`config.mk`:
```
export PLATFORM = sky130hd
export DESIGN_NAME = lab_pia_select_loader
export DESIGN_NICKNAME = d
export VERILOG_FILES = /design/src/rtl/lab_config_pkg.sv /design/src/rtl/lab_shift_counter.sv /design/src/rtl/lab_pia_select_loader.sv
export SDC_FILE = /design/constraint.sdc
export NUM_CORES = 1
export LEC_CHECK = 0
export ABC_AREA = 1
export CAP_MARGIN = 20
export CORE_UTILIZATION = 30
export CTS_CLUSTER_DIAMETER = 200
export DETAILED_ROUTE_END_ITERATION = 8
export GPL_ROUTABILITY_DRIVEN = 0
export SETUP_SLACK_MARGIN = 0.15
export SLEW_MARGIN = 0
export SYNTH_ARGS = -nofsm -noshare
export SYNTH_HDL_FRONTEND = slang
export SYNTH_HIERARCHICAL = 1
export SYNTH_SLANG_ARGS = --single-unit
export TNS_END_PERCENT = 30
```
`constraint.sdc`:
```
create_clock -name clock -period 3.6 [get_ports clock]
set_input_delay 0.54 -clock clock [delete_from_list [all_inputs] [get_ports clock]]
set_output_delay 0.54 -clock clock [all_outputs]
set_load 0.03 [all_outputs]
```
`src/rtl/lab_config_pkg.sv`:
```
// Shared types and default sizing for the LAB configuration loaders.
package lab_config_pkg;

  typedef enum logic [2:0] {
    IDLE,
    LOAD,
    CHECK,
    COMMIT,
    DONE,
    ERROR
  } lab_loader_state_t;

  localparam int LAB_PIA_INPUT_SIGNAL_COUNT = 36;
  localparam int PIA_BUS_SIGNAL_COUNT       = 200;
  localparam int PIA_SELECT_WIDTH           = 8;

endpackage

```
`src/rtl/lab_shift_counter.sv`:
```
// Bit/index counter pair for serial configuration loaders; bits wrap into the index.
// Also reusable by the macrocell configuration loader.
module lab_shift_counter #(
  parameter int BIT_COUNT   = 8,
  parameter int INDEX_COUNT = 36,
  parameter int BIT_W       = $clog2(BIT_COUNT),
  parameter int INDEX_W     = $clog2(INDEX_COUNT)
) (
  input  logic               clock,
  input  logic               reset_n,
  input  logic               clear_req,
  input  logic               step_bit,
  input  logic               step_index,
  output logic [BIT_W-1:0]   bit_count,
  output logic [INDEX_W-1:0] index_count,
  output logic               last_bit,
  output logic               last_index,
  output logic               clear
);

  assign last_bit   = (bit_count == BIT_W'(BIT_COUNT - 1));
  assign last_index = (index_count == INDEX_W'(INDEX_COUNT - 1));
  // Single source of the restart event so the owner can reset its own state with it.
  assign clear      = clear_req;

  always_ff @(posedge clock or negedge reset_n) begin
    if (!reset_n) begin
      bit_count   <= '0;
      index_count <= '0;
    end else if (clear_req) begin
      bit_count   <= '0;
      index_count <= '0;
    end else if (step_bit) begin
      if (last_bit) begin
        bit_count   <= '0;
        index_count <= last_index ? '0 : index_count + 1'b1;
      end else begin
        bit_count <= bit_count + 1'b1;
      end
    end else if (step_index) begin
      index_count <= last_index ? '0 : index_count + 1'b1;
    end
  end

endmodule

```
`src/rtl/lab_pia_select_loader.sv`:
```
// Serial loader for the PIA-to-LAB selection indices: shift, range-check, then commit atomically.
// Optional per-index even parity bit enabled by defining LAB_PIA_SELECT_PARITY_EN.
module lab_pia_select_loader
  import lab_config_pkg::*;
#(
  parameter int pia_input_signal_count = LAB_PIA_INPUT_SIGNAL_COUNT,
  parameter int pia_bus_signal_count   = PIA_BUS_SIGNAL_COUNT,
  parameter int select_width           = PIA_SELECT_WIDTH
) (
  input  logic                                           clock,
  input  logic                                           reset_n,
  input  logic                                           start,
  input  logic                                           bit_in,
  input  logic                                           bit_valid,
  output logic                                           bit_ready,
  output logic [pia_input_signal_count*select_width-1:0] selection_indices,
  output logic                                           config_valid,
  output logic                                           busy,
  output logic                                           error
);

`ifdef LAB_PIA_SELECT_PARITY_EN
  localparam int PARITY_BITS = 1;
`else
  localparam int PARITY_BITS = 0;
`endif
  localparam int BITS_PER_INDEX = select_width + PARITY_BITS;
  localparam int BIT_W          = $clog2(BITS_PER_INDEX);
  localparam int INDEX_W        = $clog2(pia_input_signal_count);
  localparam int SEL_W          = $clog2(select_width);
  localparam logic [select_width:0] BUS_LIMIT = (select_width + 1)'(pia_bus_signal_count);

  lab_loader_state_t state, state_next;

  logic [select_width-1:0] shadow [pia_input_signal_count];
  logic [BIT_W-1:0]        bit_count;
  logic [INDEX_W-1:0]      index_count;
  logic last_bit, last_index, restart;
  logic clear_req, step_bit, step_index, set_error, commit;
  logic transfer, write_data, parity_bad, out_of_range;

  lab_shift_counter #(
    .BIT_COUNT  (BITS_PER_INDEX),
    .INDEX_COUNT(pia_input_signal_count),
    .BIT_W      (BIT_W),
    .INDEX_W    (INDEX_W)
  ) u_counter (
    .clock      (clock),
    .reset_n    (reset_n),
    .clear_req  (clear_req),
    .step_bit   (step_bit),
    .step_index (step_index),
    .bit_count  (bit_count),
    .index_count(index_count),
    .last_bit   (last_bit),
    .last_index (last_index),
    .clear      (restart)
  );

  assign bit_ready    = (state == LOAD);
  assign busy         = (state == LOAD) || (state == CHECK) || (state == COMMIT);
  assign transfer     = bit_valid && bit_ready;
  assign out_of_range = ({1'b0, shadow[index_count]} >= BUS_LIMIT);

  // The parity slot is the last bit of each index; all data bits are already in the shadow.
`ifdef LAB_PIA_SELECT_PARITY_EN
  assign write_data = !last_bit;
  assign parity_bad = last_bit && ((^shadow[index_count]) != bit_in);
`else
  assign write_data = 1'b1;
  assign parity_bad = 1'b0;
`endif

  always_comb begin
    state_next = state;
    clear_req  = 1'b0;
    step_bit   = 1'b0;
    step_index = 1'b0;
    set_error  = 1'b0;
    commit     = 1'b0;
    unique case (state)
      LOAD: begin
        if (start) begin
          clear_req = 1'b1;
        end else if (transfer) begin
          step_bit = 1'b1;
          if (parity_bad) begin
            state_next = ERROR;
            set_error  = 1'b1;
          end else if (last_bit && last_index) begin
            state_next = CHECK;
          end
        end
      end
      CHECK: begin
        if (start) begin
          clear_req  = 1'b1;
          state_next = LOAD;
        end else if (out_of_range) begin
          state_next = ERROR;
          set_error  = 1'b1;
        end else begin
          step_index = 1'b1;
          if (last_index) state_next = COMMIT;
        end
      end
      COMMIT: begin
        commit     = 1'b1;
        state_next = DONE;
      end
      default: begin
        if (start) begin
          clear_req  = 1'b1;
          state_next = LOAD;
        end
      end
    endcase
  end

  always_ff @(posedge clock or negedge reset_n) begin
    if (!reset_n) begin
      state             <= IDLE;
      error             <= 1'b0;
      config_valid      <= 1'b0;
      selection_indices <= '0;
    end else begin
      state <= state_next;
      if (restart) error <= 1'b0;
      else if (set_error) error <= 1'b1;
      if (commit) begin
        config_valid <= 1'b1;
        for (int i = 0; i < pia_input_signal_count; i++)
          selection_indices[i*select_width +: select_width] <= shadow[i];
      end
    end
  end

  always_ff @(posedge clock or negedge reset_n) begin
    if (!reset_n) begin
      for (int i = 0; i < pia_input_signal_count; i++) shadow[i] <= '0;
    end else if (transfer && write_data) begin
      shadow[index_count][bit_count[SEL_W-1:0]] <= bit_in;
    end
  end

endmodule

```
# After elaboration in Yosys (flattened, before gate mapping)
# Cells that the tools add are included.
# totals
out_inout_bits	292
inputBits	5
elab_cells	110
ff_bits	590
# classes
order_cmp	5
n_reduce_logical	12
add_sub_neg	2
n_mux	38
n_eq_ne	10
bitwise_logic	1
# op_table
operator	n
bitwise mux 288 bit	1
binary-select mux 8 bit (select 6 bit)	1
demux 8 bit (select 6 bit)	1
two-way mux 3 bit	10
two-way mux 6 bit	5
two-way mux 8 bit	3
two-way mux 1 bit	15
case mux 3 bit (3 select lines)	1
>= comparator 8 bit, second input constant	1
>= comparator 7 bit, second input constant	1
less-than comparator 7 x 1 -> 1 bit, second input constant	1
NOT 6 -> 7 bit	1
adder 6 x 1 -> 6 bit, second input constant	1
equality test 3 x 2 -> 1 bit, second input constant	2
equality test 6 bit, second input constant	1
AND reduction 5 bit	1
logical AND 1 bit	4
less-than comparator 3 x 4 -> 1 bit, second input constant	1
!= test 2 x 1 -> 1 bit, second input constant	2
!= test 4 bit, second input constant	1
nonzero test 2 bit	2
nonzero test 4 bit	1
adder 3 x 1 -> 3 bit, second input constant	1
demux 1 bit (select 3 bit)	1
other kinds (8)	9

# Longest topological paths before layout
# logic_depth
depth_word	11
depth_mapped	23
ltp_nobuf	21

# By module
# Netlist, hierarchy kept.
# by_module_without_submodules
module	area_each_um2	n_inst	cells_each
lab_pia_select_loader	24467.2	1	2886
lab_shift_counter	554.3	1	69

# Worst setup path before layout
# Ideal clock, no wire load.
# synth_timing
path_type	flip-flop to flip-flop
start	reg u_counter.index_count[2]
end	reg u_counter.index_count[5]
period_less_slack_ns	2.173
setup_time_ns	0.069
path_slack_ns	1.427
arrival_ns	2.105
t_required_ns	3.531
stages_incl_launch_ff	21
cell_sequence	dfrtp_1 > buf_4 > inv_1 > buf_4 > nor2_4 > o211ai_1 > nand2_1 > o21ai_0 > nand3_1 > nor2_1 > nor2_1 > nand2_1 > nand2_1 > inv_1 > inv_1 > nand2_4 > nand2_4 > inv_2 > nand2_1 > nand2_1 > nor2_2
# synth_via
elab_chain_len	10
# synth_rtl
item	line	text
from (decl)	lab_shift_counter.sv:15	output logic [INDEX_W-1:0] index_count,
from (signal assigned)	lab_shift_counter.sv:36	index_count <= last_index ? '0 : index_count + 1'b1;
from (signal assigned)	lab_shift_counter.sv:41	index_count <= last_index ? '0 : index_count + 1'b1;
NOT 6 -> 7 bit (implied by the code)	lab_pia_select_loader.sv:63	assign out_of_range = ({1'b0, shadow[index_count]} >= BUS_LIMIT);
binary-select mux 8 bit (select 6 bit)	lab_pia_select_loader.sv:63	
two-way mux 8 bit (implied by the code) (2 in series)	lab_pia_select_loader.sv:63	
>= comparator 8 bit	lab_pia_select_loader.sv:63	
two-way mux 1 bit	lab_pia_select_loader.sv:99	end else if (out_of_range) begin
two-way mux 1 bit	lab_pia_select_loader.sv:96	if (start) begin
two-way mux 1 bit	lab_pia_select_loader.sv:81	unique case (state)
named net step_index	lab_pia_select_loader.sv:39	logic clear_req, step_bit, step_index, set_error, commit;
nonzero test 3 bit (no line)	n/a	
AND reduction 2 bit (no line)	n/a	
# The timed path passes the listed nets, and every way through them passes these cells. The select of a mux whose other input is x is not followed.
# A chain may end at the register's enable or synchronous reset.

# Worst setup path after layout
# Same ends and word-level chain as after synthesis.

==> out/metrics.yaml <==
max_slew_margin_pct: 29.62
port-buffer-count: 296
hold_path.class: "in -> async"
post_cts_buffers: 0
die_x_um: 290.8
die_area_mm2: 0.08456
avgSynthCellArea_um2: 8.468
die_y_um: 290.8
place_inst: 4212
startpoint: "u_counter/index_count[2]"
synth_area_mm2: 0.02502
rsz0062_at_grt: "false"
grt_pass1_wl_um: 126000
p_leak_nw: 14.89
ys_types: 32
synth-seq-area-share_pct: 59.01
vias_per_cell: 4.748
wl_per_cell_um: 19.02
synthCells: 2955
synth_area_leaders: "dfrtp_1 59%, nand2_1 14%, nor2_1 7.3%"
finalSetupViolCount: 0
start_util_pct: 30.38
slew_violations: 0
grt_max_degree: 113
fillerInstances: 8261
end_kind: "register"
synth_seq_cells: 590
clock_latency_ns: 0.63
place_hpwl_um: 56890
cts-root-buf: "clkbuf_16"
multi_input_comb_area_mm2: 0.009065
status: "completed"
first_global_vias: 19750
power_density_mw_per_mm2: 539.5
cp_data_required_time_ns: 4.17
diodes: 0
clock_skew_ns: 0.02884
ir_worst_vdd_mv: 0.4228
critPathKind: "reg -> reg"
finalHoldViolCount: 0
fin_crit_ns: 2.867
ioPinCount: 297
drc_errors: 0
grt-ovfl-total: 0
cts_buffers: 69
vias: 20580
max_freq_mhz: 348.8
wl_met3_um: 6985
crit_path_start_kind: "register"
ys_warn_count: 6
reg2regPathDepth: 19
async_flop_share_pct: 100.0
core-area_mm2: 0.08237
antenna_found_initial: 1
synth_top_cell_area_share_pct: 59.01
htreeDepth: 3
nets: 3226
finalCritPeriodShare_pct: 79.64
rows: 105
worst_pin_slew_ns: 1.054
synth_ff_type: "dfrtp_1"
final_antenna_net_count: 0
ff_latch_area_mm2: 0.01477
finalSetupTns_ns: 0
drtIter0Drc: 2010
cp.arrival_ns: 3.43
synth-edff-count: 0
cts_sinks: 590
clock_path_buffers: 3
max_cap_violations: 0
first_pass_iters: 6
top_layer_used: "met4"
cts_tree: "yes"
r2r-start: "u_counter/index_count[2]"
synth_largest_area_cell: "dfrtp_1"
routed-wl-met2_um: 37450
m1WireLength_um: 36520
fin_cells: 4335
cp_max_fo: 10
area_delta_synth_final_pct: 25.80
synth_nets: 2963
drt-total-wl_um: 82460
grt.total_usage_pct: 19.41
layout-drive-gt1-share_pct: 8.515
clk_pin_slew_worst_paths_ns: 0.06
==> critical path, stage by stage (launching register included) <==
cell and delay (ns):
dfrtp_1 0.45, buf_4 0.20, nor2_1 0.56, buf_4 0.27
nand2_1 0.09, o22ai_1 0.12, o21ai_0 0.11, nand2_1 0.09
nor2_1 0.04, nor2_1 0.12, nand2_1 0.10, nand2_1 0.09
inv_1 0.04, inv_1 0.08, nand2_4 0.07, nand2_4 0.11
inv_2 0.04, nand2_1 0.06, nand2_1 0.05, nor2_2 0.09
==> cells in the final DEF (no fill, tap or decap), drive strengths merged <==
master	netlist	layout
nand2	969	969
buf	65	46
clkinv	0	17
inv	123	124
o22ai	3	3
xor2	1	1
o21bai	2	2
o211ai	21	21
clkdlybuf4s50	0	295
nand4	17	17
or2	2	2
nand3	49	49
dlygate4sd3	0	1
bufinv	0	4
nor3	5	5
a21oi	290	290
clkbuf	87	98
dfrtp	590	590
o21ai	117	117
a31oi	31	31
ha	3	3
nor2	580	580
==> flip-flops by register name, summed over array words and instances, names as in the netlist <==
register	flops
error	1
shadow	288
selection_indices	288
u_counter/bit_count	3
state	3
u_counter/index_count	6
config_valid	1
==> worst paths after layout <==
path	end	slack [ns]
worst min-delay path	shadow[16]	0.47
worst min register to register	selection_indices[37]	0.47
min in group clock	selection_indices[37]	0.47
max in group asynchronous	shadow[170]	2.03
worst max register to register	u_counter/index_count[5]	0.73
worst max-delay path	u_counter/index_count[5]	0.73
==> timing repair <==
| item | CTS | global route |
|---|---|---|
| gates resized for setup | 0 | 0 |
| hold buffers | 1 | 0 |
| endpoints found under the hold margin | 47 | 0 |
==> per-stage QoR <==
stage	utilization, %	power, mW	hold WS (ns)	setup WS, ns	instance area (um2)
2_1_floorplan	-	8.938	0.2444	1.427	25020
3_3_place_gp	35.35	9.972	0.4539	0.7599	29120
3_5_place_dp	35.35	10.01	0.4575	0.7272	29120
4_1_cts	38.16	17.18	0.4631	0.7494	31430
5_1_grt	38.21	17.68	0.4809	0.5095	31480
6_report	38.21	16.98	0.4657	0.7331	31480
==> kinds of logic after synthesis <==
group                    count (synthesis)  share of synthesized area (%)
adder cells (fa/ha/maj)                  3                         0.1500
AO/OA/AOI/OAI                          464                          9.681
buffers and inverters                  275                          4.805
AND/OR/NAND/NOR                       1622                          26.32
XOR/XNOR                                 1                        0.03501
flip-flops                             590                          59.01
==> synthesized netlist by cell type (10+ instances only) <==
cell / count
buf_2: 45
buf_6: 10
a31oi_1: 31
o21ai_0: 116
inv_1: 110
dfrtp_1: 590
inv_2: 11
nand4_1: 17
a21oi_1: 290
nor2_1: 484
nand3_1: 47
clkbuf_1: 87
nand2_1: 962
o211ai_1: 21
nor2_2: 85
==> routing by layer <==
layer | vias up | track usage (%)
li1 | 9894 | -
met3 | 108 | 5.468
met1 | 9937 | 26.63
met4 | 0 | 4.607
met5 | - | 0
met2 | 645 | 30.17
==> cell type report <==
type                            instances  share of cell area (%)
Clock buffer                           96                   6.388
Clock inverter                         22                  0.9261
Inverter                              123                   1.530
Multi-Input combinational cell       2090                   28.80
Sequential cell                       590                   46.92
Tap cell                             1070                   4.253
Timing Repair Buffer                  344                   11.19
==> power breakdown <==
part / internal (mW) / leakage [nW] / switching [mW]
Clock: 4.21 / 1.14 / 2.89
Combinational: 0.659 / 5.53 / 2.30
Sequential: 6.80 / 8.22 / 0.125
Total: 11.7 / 14.9 / 5.32
Power figures use the tool's default switching activity.
==> variant (config.mk and constraints unchanged) <==
Put one more register stage on the output `error`, cleared by the reset. The value now appears one clock later. The other outputs are not delayed to match.
--- a/src/rtl/lab_pia_select_loader.sv
+++ b/src/rtl/lab_pia_select_loader.sv
@@ -30,4 +30,6 @@
   localparam int SEL_W          = $clog2(select_width);
   localparam logic [select_width:0] BUS_LIMIT = (select_width + 1)'(pia_bus_signal_count);
+
+  logic error_s0;
 
   lab_loader_state_t state, state_next;
@@ -121,11 +123,11 @@
     if (!reset_n) begin
       state             <= IDLE;
-      error             <= 1'b0;
+      error_s0          <= 1'b0;
       config_valid      <= 1'b0;
       selection_indices <= '0;
     end else begin
       state <= state_next;
-      if (restart) error <= 1'b0;
-      else if (set_error) error <= 1'b1;
+      if (restart) error_s0 <= 1'b0;
+      else if (set_error) error_s0 <= 1'b1;
       if (commit) begin
         config_valid <= 1'b1;
@@ -144,4 +146,12 @@
   end
 
+  always_ff @(posedge clock or negedge reset_n) begin
+    if (!reset_n) begin
+      error <= '0;
+    end else begin
+      error <= error_s0;
+    end
+  end
+
 endmodule
 
Check against the original RTL: no difference found for any inputs over 4 cycles, from zero or initial values and one cycle with reset_n low; that may be too few to reach the edited logic, so the function may still have changed.
==> variant against the original RTL <==
- the flow now finishes with violations (hold timing)
- worst setup slack lost 0.030 ns
- worst hold slack lost 0.51 ns
- final area is 0.19% lower
- count of clock-buffer cells in the layout grew 11
- non-clock buffer count is 8 higher
- wire length about the same
- area after synthesis is 1.2% lower
- global-route usage increased by 0.35 points
- sequential cell count increased by 1
- final cell count increased by 0.37%
- core utilization up 0.54 points
- total power increased by 2.2%
- largest cell class unchanged
==> variant: results (changes against the original RTL) <==
* Outcome: complete, but fails checks
* Failing checks: hold timing
* Gr usage total at 19.8% (+0.35 points)
* First-pass GRT wire length at 125 mm (-0.83%)
* Cts-stage hold buffer count at 0 (-1)
* Yosys reg bits at 591 (+0.17%)
* Netlist cell types at 29 (-9.4%)
* Worst Tran Pin Value at 1.12 ns (+0.0706 ns)
* Largest net degree at the start of global routing at 134 (+19%)
* Slowest CP cell: o21ai_0
* Fin. Hold Viols at 18 (+18)
* Setup Skew at 0.0344 ns (+0.00554 ns)
* Post-DP HPWL at 55.9 mm (-1.8%)
* Static Leak at 14.9 nW (+0.28%)
* Vias per cell at 4.70 (-0.95%)
* CP Max Fanout at 107 (+97)
* TritonCTS buffer count at 70 (+1.4%)
* Dpl ws at 0.692 ns (-0.0353 ns)
* Top cells by area, synth: dfrtp_1, nand2_1, nor2_1
* Post-DR wirelength/cell at 19.0 um (-0.29%)
* First-pass DRT Iterations at 5 (-1)
* CP peak stage delay at 0.54 ns (-0.02 ns)
* Min Hold Slack at -0.0396 ns (-0.505 ns)
* Max VDD drop at 0.376 mV (-11%)
* Worst EP arrival at 3.45 ns (+0.02 ns)
[variant: changes by cell type after synthesis, sizes merged, moves of 3 or more]
cell	before	now
o21ai	117	113
nand2	969	986
nor2	580	587
a31oi	31	21
inv	123	119
a21oi	290	287
buf	65	48
clkbuf	87	103
nand3	49	56
[variant: stage by stage]
step / utilization [%] / cells / cell area (um2) / hold WS [ns]
6_report: 38.8 / 4351 / 31400 / -0.0396
5_1_grt: 38.8 / 4350 / 31400 / 0.0142
4_1_cts: 38.8 / 4350 / 31400 / 0.00224
3_5_place_dp: 35.8 / 4225 / 29000 / 0.394
3_3_place_gp: 35.8 / 4225 / 29000 / 0.390
2_1_floorplan: - / 2964 / 24700 / 0.244
[variant: layout make-up]
| cell class | count | area, um2 |
|---|---|---|
| clock inverters | 18 | 289 |
| clock buffers | 107 | 2130 |
| repair buffers | 352 | 3590 |
| diodes | 1 | 2.50 |
| well taps | 1060 | 1330 |
| inverters | 119 | 462 |
| multi-input cells | 2103 | 8830 |
| fillers | 8169 | 49700 |
| flip-flops and latches | 591 | 14800 |
[variant: power breakdown]
group / internal, mW / total, mW / switching, mW
registers: 6.81 / 6.94 / 0.131
clock network: 4.57 / 7.45 / 2.87
logic: 0.669 / 2.97 / 2.30
[variant: metal layers]
| layer | vias up | share of wire [%] | global-route usage [%] |
|---|---|---|---|
| li1 | 9936 | - | - |
| met1 | 9847 | 44 | 27.0 |
| met2 | 594 | 47 | 31.5 |
| met3 | 84 | 6.6 | 4.35 |
| met4 | 2 | 2.0 | 5.51 |
| met5 | - | 0.0085 | 0 |
[variant: worst paths after layout]
check | startpoint | cells after the start | slack (ns) | end
worst min register to register | error_s0 | 0 | 0.40 | error
worst min-delay path | reset_n | 1 | -0.04 | selection_indices[178]
min in group clock | error_s0 | 0 | 0.40 | error
worst max register to register | u_counter/index_count[0] | 20 | 0.70 | u_counter/index_count[5]
worst max-delay path | u_counter/index_count[0] | 20 | 0.70 | u_counter/index_count[5]
max in group asynchronous | reset_n | 2 | 2.68 | shadow[265]
[variant: cell families (layout without fill, tap and decap cells)]
group / after synthesis / count (layout) / share of synthesized area [%]
flip-flops: 591 / 591 / 59.8
AND/OR/NAND/NOR: 1652 / 1652 / 26.1
buffers and inverters: 270 / 596 / 4.46
XOR/XNOR: 1 / 1 / 0.0354
adder cells (fa/ha/maj): 3 / 3 / 0.152
AO/OA/AOI/OAI: 447 / 447 / 9.42
other: 0 / 1 / 0
